$ cat src/rtl/rr_grant_pkg.sv
// Shared types and the circular priority search for the 8-way round-robin grant controller.
// Used by rr_grant_ctrl; optional hold timeout is enabled with RR_GRANT_HOLD_TIMEOUT_EN.
package rr_grant_pkg;

   localparam int N_REQ = 8;
   localparam int IDX_W = 3;

   typedef enum logic {
      IDLE,
      GRANT
   } state_t;

   typedef struct packed {
      logic             found;
      logic [IDX_W-1:0] idx;
   } pick_t;

   // Scan from the far end back to ptr so the bit nearest ptr is the last writer.
   function automatic pick_t rr_pick(
      input logic [N_REQ-1:0] req,
      input logic [IDX_W-1:0] ptr
   );
      pick_t            p;
      logic [IDX_W-1:0] k;
      p = '0;
      for (int i = N_REQ - 1; i >= 0; i--) begin
         k = ptr + IDX_W'(i);
         if (req[k]) begin
            p.found = 1'b1;
            p.idx   = k;
         end
      end
      return p;
   endfunction

endpackage

$ cat src/rtl/onehot_dec3.sv
// Enable-gated 3-to-8 one-hot decoder.
// All-zero output while en is low.
module onehot_dec3
   import rr_grant_pkg::*;
(
   input  logic             en,
   input  logic [IDX_W-1:0] idx,
   output logic [N_REQ-1:0] onehot
);

   always_comb begin
      onehot = '0;
      if (en) begin
         onehot[idx] = 1'b1;
      end
   end

endmodule

$ cat src/rtl/rr_grant_ctrl.sv
// Round-robin arbiter / grant sequencer for one 8-way shared resource.
// Define RR_GRANT_HOLD_TIMEOUT_EN to force-release grants after MAX_HOLD cycles.
module rr_grant_ctrl
   import rr_grant_pkg::*;
#(
   parameter int MAX_HOLD = 16
) (
   input  logic             clk,
   input  logic             rst_n,
   input  logic             en,
   input  logic [N_REQ-1:0] req,
   output logic [N_REQ-1:0] gnt,
   output logic [IDX_W-1:0] gnt_idx,
   output logic             gnt_valid,
   output logic             preempt
);

   generate
      if (MAX_HOLD < 2 || MAX_HOLD > 256) begin : g_bad_max_hold
         $error("rr_grant_ctrl: MAX_HOLD must lie in 2..256");
      end
   endgenerate

   state_t           state;
   logic [IDX_W-1:0] ptr;
   logic [IDX_W-1:0] ptr_rel;
   logic [IDX_W-1:0] from;
   logic [N_REQ-1:0] pool;
   logic             held;
   logic             timeout;
   logic             rel;
   logic             load;
   pick_t            pick;

   assign held    = req[gnt_idx];
   assign rel     = (state == GRANT) && (!held || timeout);
   assign ptr_rel = gnt_idx + IDX_W'(1);
   assign from    = (state == GRANT) ? ptr_rel : ptr;

   // The outgoing winner sits out the re-arbitration it triggers.
   assign pool = rel ? (req & ~(N_REQ'(1) << gnt_idx)) : req;
   assign pick = rr_pick(pool, from);
   assign load = en && pick.found && ((state == IDLE) || rel);

`ifdef RR_GRANT_HOLD_TIMEOUT_EN
   localparam int HOLD_W = $clog2(MAX_HOLD);

   logic [HOLD_W-1:0] hold_cnt;

   assign timeout = held && (hold_cnt == HOLD_W'(MAX_HOLD - 1));

   always_ff @(posedge clk or negedge rst_n) begin
      if (!rst_n) begin
         hold_cnt <= '0;
         preempt  <= 1'b0;
      end else begin
         preempt <= en && rel && timeout;
         if (load) begin
            hold_cnt <= '0;
         end else if (state == GRANT) begin
            hold_cnt <= hold_cnt + HOLD_W'(1);
         end
      end
   end
`else
   assign timeout = 1'b0;
   assign preempt = 1'b0;
`endif

   always_ff @(posedge clk or negedge rst_n) begin
      if (!rst_n) begin
         state     <= IDLE;
         ptr       <= '0;
         gnt_idx   <= '0;
         gnt_valid <= 1'b0;
      end else if (!en) begin
         if (state == GRANT) begin
            ptr <= ptr_rel;
         end
         state     <= IDLE;
         gnt_valid <= 1'b0;
      end else begin
         unique case (state)
            IDLE: begin
               if (pick.found) begin
                  gnt_idx   <= pick.idx;
                  gnt_valid <= 1'b1;
                  state     <= GRANT;
               end
            end
            GRANT: begin
               if (rel) begin
                  ptr <= ptr_rel;
                  if (pick.found) begin
                     gnt_idx <= pick.idx;
                  end else begin
                     gnt_valid <= 1'b0;
                     state     <= IDLE;
                  end
               end
            end
            default: begin
               state     <= IDLE;
               gnt_valid <= 1'b0;
            end
         endcase
      end
   end

   onehot_dec3 u_dec (
      .en     (gnt_valid),
      .idx    (gnt_idx),
      .onehot (gnt)
   );

endmodule

$ cat config.mk
export PLATFORM = sky130hd
export DESIGN_NAME = rr_grant_ctrl
export DESIGN_NICKNAME = d
export VERILOG_FILES = /design/src/rtl/rr_grant_pkg.sv /design/src/rtl/onehot_dec3.sv /design/src/rtl/rr_grant_ctrl.sv
export SDC_FILE = /design/constraint.sdc
export NUM_CORES = 1
export LEC_CHECK = 0
export BUFFER_PORTS_ARGS = -buffer_cell sky130_fd_sc_hd__buf_2
export CAP_MARGIN = 25
export CORE_MARGIN = 2
export CORE_UTILIZATION = 59
export CTS_CLUSTER_DIAMETER = 60
export CTS_CLUSTER_SIZE = 28
export DETAILED_ROUTE_END_ITERATION = 16
export HOLD_SLACK_MARGIN = 0.02
export PLACE_DENSITY = 0.82
export SKIP_CTS_REPAIR_TIMING = 1
export SLEW_MARGIN = 0
export SYNTH_ARGS = -nofsm -noshare
export SYNTH_HDL_FRONTEND = slang
export SYNTH_HIERARCHICAL = 1
export SYNTH_SLANG_ARGS = --single-unit
$ cat constraint.sdc
create_clock -name clk -period 5.55 [get_ports clk]
set_clock_uncertainty 0.05 [all_clocks]
set_input_delay 0.2775 -clock clk [delete_from_list [all_inputs] [get_ports clk]]
set_output_delay 0.2775 -clock clk [all_outputs]
set_load 0.01 [all_outputs]
* Word-level counts from Yosys, hierarchy flattened
Cells that the tools add are included.
Storage, ports and cells: bits in registers 8, input port bits 11, output and inout bits 13, logic and storage cells 84
Operators by class: add/sub/neg operators 8, order comparisons 10, eq/ne operators 6, shift-type cells 1, multiplexer cells 46, bitwise operators 3, reductions and logical operators 6
Operators with widths (count):
- $lt A3 B4 Y1 const B | 9
- $mux W4 | 8
- $bmux W1 S3 | 9
- $mux W3 | 6
- $mux W1 | 17
- $mux W8 | 2
- $add A3 B3 Y3 const B | 4
- $and A8 B8 Y8 | 1
- $not A8 Y8 | 1
- $shl A1 B3 Y8 const A | 1
- $add A3 B1 Y3 const B | 2
- $add A3 B2 Y3 const B | 2
- $ne A2 B1 Y1 const B | 3
- $ne A3 B3 Y1 const B | 2
- $pmux W3 S2 | 1
- $pmux W1 S2 | 2
- $reduce_and A2 Y1 | 2
- $demux W1 S3 | 1
- $ge A3 B1 Y1 const B | 1
- $ne A3 B2 Y1 const B | 1
- $reduce_and A3 Y1 | 1
- $logic_and A1 B1 Y1 | 2
- $logic_not A1 Y1 | 1
- $not A1 Y1 | 1

* Longest topological paths before layout
Gate-level depths: netlist of the first run.
depth after elaboration 19, depth in mapped cells 16

* Hierarchy
Netlist of the first run, hierarchy kept.
By module, submodules not included:
- rr_grant_ctrl | times used 1, cells an instance 221, area each 1655.3 µm², seq. area each 200.2 µm²
- onehot_dec3 | times used 1, cells an instance 8, area each 95.1 µm², seq. area each 0.0 µm²

* Worst setup path before layout of the first run
No wires, ideal clock.
path type reg-to-reg, from reg gnt_idx[1], to reg gnt_idx[0], setup time 0.127 ns, data arrival time 3.940 ns, path slack 1.433 ns, cell stages (with the launch flop) 17, path buffers 4, cells stage by stage dfrtp_1 -> clkbuf_1 -> clkbuf_1 -> inv_1 -> ha_1 -> mux2_2 -> clkbuf_1 -> ha_1 -> or3_1 -> and2_1 -> clkbuf_1 -> mux2i_1 -> o21a_1 -> a2111oi_0 -> o21ai_0 -> mux2i_1 -> a21oi_1
On the way: cells in the longest elaborated chain, start to end 18, elaborated cells on any way between the ends 46, those cells by class add/sub (8); eq/ne (1); shift (1); mux (31); bitwise (2); reduce/logical (3)
Ends and longest elaborated chain:
- start: declaration | line rr_grant_ctrl.sv:13 | output logic [IDX_W-1:0] gnt_idx,
- start signal: assignment | line rr_grant_ctrl.sv:86 | gnt_idx <= pick.idx;
- start signal: assignment | line rr_grant_ctrl.sv:95 | gnt_idx <= pick.idx;
- branches (longest 18 deep; another with $add A3 B1 Y3)
Several ways; the timed one is not identified. The select of a mux whose other input is x is not followed. A chain may end at the register's enable or synchronous reset.

* Worst setup path in the final report of the first run
from reg gnt_idx[0], to reg gnt_idx[0]
The elaborated chain is that of the path after synthesis.

==> results of run 1 <==
-- layout make-up --
class	count	area (um2)	area share (%)
sequential	8	200	10.7
inverter	8	30.0	1.60
multi-input combinational	197	1450	77.3
clock buffer	3	22.5	1.20
tap	31	38.8	2.07
timing repair buffer	25	135	7.20
-- power groups by stage --
stage	combinational, mW	clock [mW]	sequential [mW]
2_1_floorplan	0.924	0	0.122
3_3_place_gp	1.10	0	0.141
3_5_place_dp	1.11	0	0.144
4_1_cts	1.11	0.0451	0.143
5_1_grt	1.25	0.0503	0.153
6_report	1.14	0.0451	0.145
-- cells by family after synthesis --
family          Yosys count  share of synthesized area (%)
compound gates           68                           28.3
xor+xnor                  2                           1.00
fa+ha+maj                 8                           5.72
buf+inv                  24                           5.79
flops                     8                           11.4
mux                      20                           14.2
other cells               1                          0.214
simple gates             98                           33.4
-- path summary, 6_finish.rpt --
path / to / start / slack [ns]
max in group asynchronous: ptr[1] / rst_n / 4.94
worst min-delay path: state / en / 0.23
worst max-delay path: gnt_idx[0] / gnt_idx[0] / 1.35
min in group asynchronous: ptr[0] / rst_n / 0.33
worst max register to register: gnt_idx[0] / gnt_idx[0] / 1.35
worst min register to register: ptr[1] / ptr[1] / 0.47
-- metal layers --
layer	vias up	track usage, %	wire length [um]
met2	97	43.0	2130
met3	19	3.30	351
li1	931	-	-
met4	0	13.6	133
met1	911	41.9	2100
met5	-	0	0
-- cell usage after synthesis, drive strengths merged, types with 3 or more instances --
library cell	count
dfrtp	8
o221ai	11
clkbuf	14
o22ai	5
and2	4
nand4bb	3
and4bb	3
nor3	8
nor2b	6
nand2	12
mux2i	9
or3	3
mux2	8
a211o	3
mux4	3
ha	8
o21ai	12
and4b	3
inv	7
a21oi	12
and4	3
nand4b	6
nor2	27
nand2b	4
nand3	8
a311oi	3
nand4	3
a211oi	4
-- sequential cells by signal (all words and copies together) (netlist names) --
| register | count |
|---|---|
| state | 1 |
| gnt_valid | 1 |
| gnt_idx | 3 |
| ptr | 3 |
-- layout by cell type, fill, tap and decap left out, types with 4 or more instances in the layout --
master     n
nor2_1    25
buf_2     22
a21oi_1   12
o21ai_0   12
nand2_1   12
o221ai_1  11
mux2i_1    9
mux2_2     8
nand3_1    8
nor3_1     8
ha_1       8
dfrtp_1    8
inv_1      7
nor2b_1    6
nand4b_1   6
o22ai_1    5
and2_1     4
nand2b_1   4
a211oi_1   4
-- per-stage QoR --
| step | cells | hold slack (ns) | worst slack (ns) | power, mW | instance area, um2 |
|---|---|---|---|---|---|
| after CTS | 271 | -0.199 | 1.42 | 1.30 | 1870 |
| after floorplan | 229 | -0.0681 | 1.43 | 1.05 | 1750 |
| final | 272 | 0.230 | 1.35 | 1.33 | 1880 |
| after global placement | 268 | 0.0752 | 1.62 | 1.24 | 1840 |
| after detailed placement | 268 | 0.0767 | 1.45 | 1.25 | 1840 |
| after global routing | 272 | 0.238 | 0.972 | 1.45 | 1880 |
==> impl_results.md, run 1 <==
- RSZ-0062 raised after global routing: false
- Clk buf depth: 2
- Starting Density: 62.9%
- Tmin final: 4.20 ns
- DRT Pass-1 Iters: 5
- GRT overflow: 0
- Startpoint Class: register
- Area grow syn2layout: 7.15%
- Top_reg_cell synth: dfrtp_1
- Diodes inserted: 0
- HPWL after detailed placement: 3590 um
- Die span in y: 58.5 um
- Antenna violations before repair: 0
- Number of global-route vias before repair: 1658
- CP max stage delay: 0.87 ns
- Register area share after synthesis: 11.4%
- Cell internal pwr: 0.589 mW
- Leakage: 0.782 nW
- All-Layer GR Usage: 29.0%
- First-pass GRT wire length: 7670 um
- Cell taking the most area after synthesis: dfrtp_1
- Setup violators final: 0
- Setup TNS: 0 ns
- Post-Syn Area per Cell: 7.64 um2
- Slowest CP cell: dfrtp_1
- Nets: 262
- Starting DRT DRC Count: 175
- EDFF count, synth: 0
- Worst min-delay path category: in2reg
- Number of routed nets with antenna violations: 0
- Crit-path leading delay family: compound AO/OA/AOI/OAI gates
- MaxCap Viol Count: 0
- Fmax: 238 MHz
- Sw Ratio: 55.6%
- Fin crit share: 75.7%
- CTS tree: done
- IO Count: 24
- Vias: 1958
- Post-synthesis instance total: 229
- CP arrival: 4.29 ns
- Die Span X: 58.5 um
- Sw Pwr: 0.739 mW
- Area of the die: 0.00342 mm2
- Req. time, crit path: 5.64 ns
- DR DRC count: 0
- Layout cells sized above 1: 19.5%
- Worst-path clk slew: 0.06 ns
- Worst-margin pin slew: 0.803 ns
- GP Congestion: 0.955
- Area contributors post-synth: dfrtp_1 (11%), ha_1 (5.7%), o221ai_1 (5.5%)
- Clock buffer count from CTS: 3
- Crit. path cell count: 12
- Final wirelength: 4720 um
- Fillers: 260
- Synth Net Count: 248
- Setup crit end kind: register
- Clock share of power: 3.4%
- Hold Path Depth: 2
- Final Max Tran Viols: 0
- Synth top area share: 11.4%
- Crit path max fanout: 24
- Core Area: 0.00278 mm2
- Slew headroom: 46.5%
- Num rows: 19
- Seq cells post-synth: 8
- Avg WL per Cell: 17.4 um
- Power density cells: 708 mW/mm2
- Crit-path cells: inv_1 -> ha_1 -> mux2_2 -> ha_1 -> or3_1 -> and2_1 -> mux2i_1 -> o21a_1 -> a2111oi_0 -> o21ai_0 -> mux2i_1 -> a21oi_1
- Post-route core utilization: 67.4%
- Root Driver: clkbuf_4
- Logic pwr share: 85.7%
- Path depth of the worst reg2reg path: 12
- Buffers and inverters on the worst path: 1
- Yosys cell types: 54
- Post-Syn Area: 0.00175 mm2
- Status: finished, final reports clean
- H-tree level count: 1
- Clock latency on the worst-skew pair: 0.26 ns
- Final Hold Viols: 0
- Vias per std cell: 7.20
- Maximum VDD drop: 0.569 mV
- Largest net degree at the start of global routing: 31
- Sink Count: 8
- Flop pwr share: 10.9%
- IO buf count: 22
- Async S/R FF share, synth: 100%
- Synthesis Warnings: 6
- CP Class: reg2reg
Note: power is estimated with default switching activity, not from simulation.
==> inputs of run 2 (changes only) <==
CORE_UTILIZATION = 53   (was 59)
PLACE_DENSITY = 0.77   (was 0.82)
clock period = 3.6 ns   (was 5.55 ns; I/O delays follow)
==> impl_results.md, run 2 (synthesis results as in run 1) <==
- Diodes inserted: 0 (unchanged)
- First-pass GRT wire length: 7810 um (+1.8%)
- Fin crit share: 94.1% (+18 points)
- RSZ-0062 raised after global routing: false
- Worst min-delay path category: in2reg
- GRT overflow: 0 (unchanged)
- Area grow syn2layout: 14.9%
- Final Hold Viols: 0 (unchanged)
- Clock latency on the worst-skew pair: 0.26 ns (about the same)
- Final wirelength: 5050 um (+6.9%)
- Number of global-route vias before repair: 1652 (-0.36%)
- Post-DP Area: 0.00195 mm2 (+5.8%)
- Fmax: 295 MHz (+24%)
- Die span in y: 61.5 um (+5.1%)
- IO Count: 24 (unchanged)
- Commonest non-fill, non-tap cell in the layout: nor2_1
- Root Driver: clkbuf_4
- Leakage: 0.843 nW (+7.8%)
- Worst-margin pin slew: 0.586 ns (-0.217 ns)
- Core Area: 0.00310 mm2 (+12%)
- CP Class: reg2reg
- Setup crit end kind: register
- Tmin final: 3.39 ns (-0.813 ns)
- Setup violators final: 0 (unchanged)
- Slew headroom: 60.9% (+14 points)
- Starting DRT DRC Count: 274 (+57%)
- Most frequent cells in the layout: nor2_1 (24), buf_2 (22), a21oi_1 (12), nand2_1 (12), buf_4 (12)
- Area of the die: 0.00378 mm2 (+11%)
- Vias per std cell: 6.61 (-8.2%)
- Fillers: 285 (+9.6%)
- Largest net degree at the start of global routing: 28 (-9.7%)
- HPWL after detailed placement: 3790 um (+5.4%)
- Vias: 1956 (-0.10%)
- Setup TNS: 0 ns (unchanged)
- Avg WL per Cell: 17.1 um (-1.7%)
- Num rows: 20 (+1)
- GP Congestion: 0.960 (+0.51%)
- IO buf count: 22 (unchanged)
- Antenna violations before repair: 0 (unchanged)
- H-tree level count: 1 (unchanged)
- Nets: 272 (+3.8%)
- Power density cells: 1120 mW/mm2 (+59%)
- Crit path max fanout: 11 (-54%)
- All-Layer GR Usage: 27.6% (-1.4 points)
- Largest regs: gnt_idx x3, ptr x3
- Cell area after layout: 0.00201 mm2 (+7.2%)
- Die Span X: 61.5 um (+5.1%)
- Req. time, crit path: 3.71 ns (-1.93 ns)
- Layout cells sized above 1: 25.4% (+5.9 points)
- CTS tree: done
- Maximum VDD drop: 0.608 mV (+6.9%)
- Startpoint Class: register
- Status: finished, final reports clean
- Worst-path clk slew: 0.06 ns (about the same)
- Clk buf depth: 2 (unchanged)
- Number of routed nets with antenna violations: 0 (unchanged)
- DRT Pass-1 Iters: 5 (unchanged)
- Multi-input logic area: 0.00149 mm2 (+2.6%)
- MaxCap Viol Count: 0 (unchanged)
- Sequential cell area: 203 um2 (+1.2%)
- Clock buffer count from CTS: 3 (unchanged)
- Sink Count: 8 (unchanged)
- DR DRC count: 0 (unchanged)
- Final Max Tran Viols: 0 (unchanged)
- CP arrival: 3.50 ns (-0.79 ns)
- Starting Density: 56.4% (-6.5 points)
- Post-route core utilization: 64.8% (-2.6 points)
run 2: metrics by stage:
stage                     hold slack (ns)  power (mW)  cells  setup WS (ns)
after global routing                0.136        2.45    296         0.0278
after global placement            -0.0225        2.12    291         0.0295
final                               0.133        2.26    296          0.212
after detailed placement          -0.0229        2.12    291         0.0710
after floorplan                    -0.166        1.71    229         0.0427
after CTS                          -0.307        2.20    295         0.0360
run 2: path summary, 6_finish.rpt:
kind / cells past startpoint / start / to / slack, ns
setup / recovery: 10 / gnt_idx[0] / gnt_idx[2] / 0.21
hold / removal: 2 / en / state / 0.13
setup reg to reg: 10 / gnt_idx[0] / gnt_idx[2] / 0.21
hold reg to reg: 1 / ptr[1] / ptr[1] / 0.46
max in group asynchronous: 2 / rst_n / state / 3.09
min in group asynchronous: 2 / rst_n / ptr[0] / 0.23
run 2: cell type report:
type	count	share of cell area [%]
Inverter	8	1.49
Sequential cell	8	10.1
Clock buffer	4	1.31
Tap cell	44	2.74
Multi-Input combinational cell	197	73.9
Timing Repair Buffer	35	10.5
run 2: layer usage:
metal | GRT usage, % | part of all wire, % | vias up
met1 | 41.4 | 46 | 909
met5 | 0 | 0 | -
met2 | 42.4 | 45 | 88
li1 | - | - | 950
met4 | 6.38 | 1.7 | 0
met3 | 3.15 | 7.5 | 9
run 2: report_power, final:
group / leakage [nW] / internal, mW / switching, mW
Sequential: 0.0938 / 0.130 / 0.0434
Clock: 0.0150 / 0.0424 / 0.0311
Combinational: 0.735 / 0.877 / 1.14
Total: 0.843 / 1.05 / 1.21
run 2: critical path: stages (launching register included):
cell and delay (ns):
dfrtp_2 0.47, buf_4 0.21, mux2i_1 0.14, mux4_2 0.61
a311oi_4 0.41, nor2_1 0.18, and4_1 0.23, nand2_1 0.15
o211a_1 0.30, or3b_1 0.38, o221ai_1 0.14
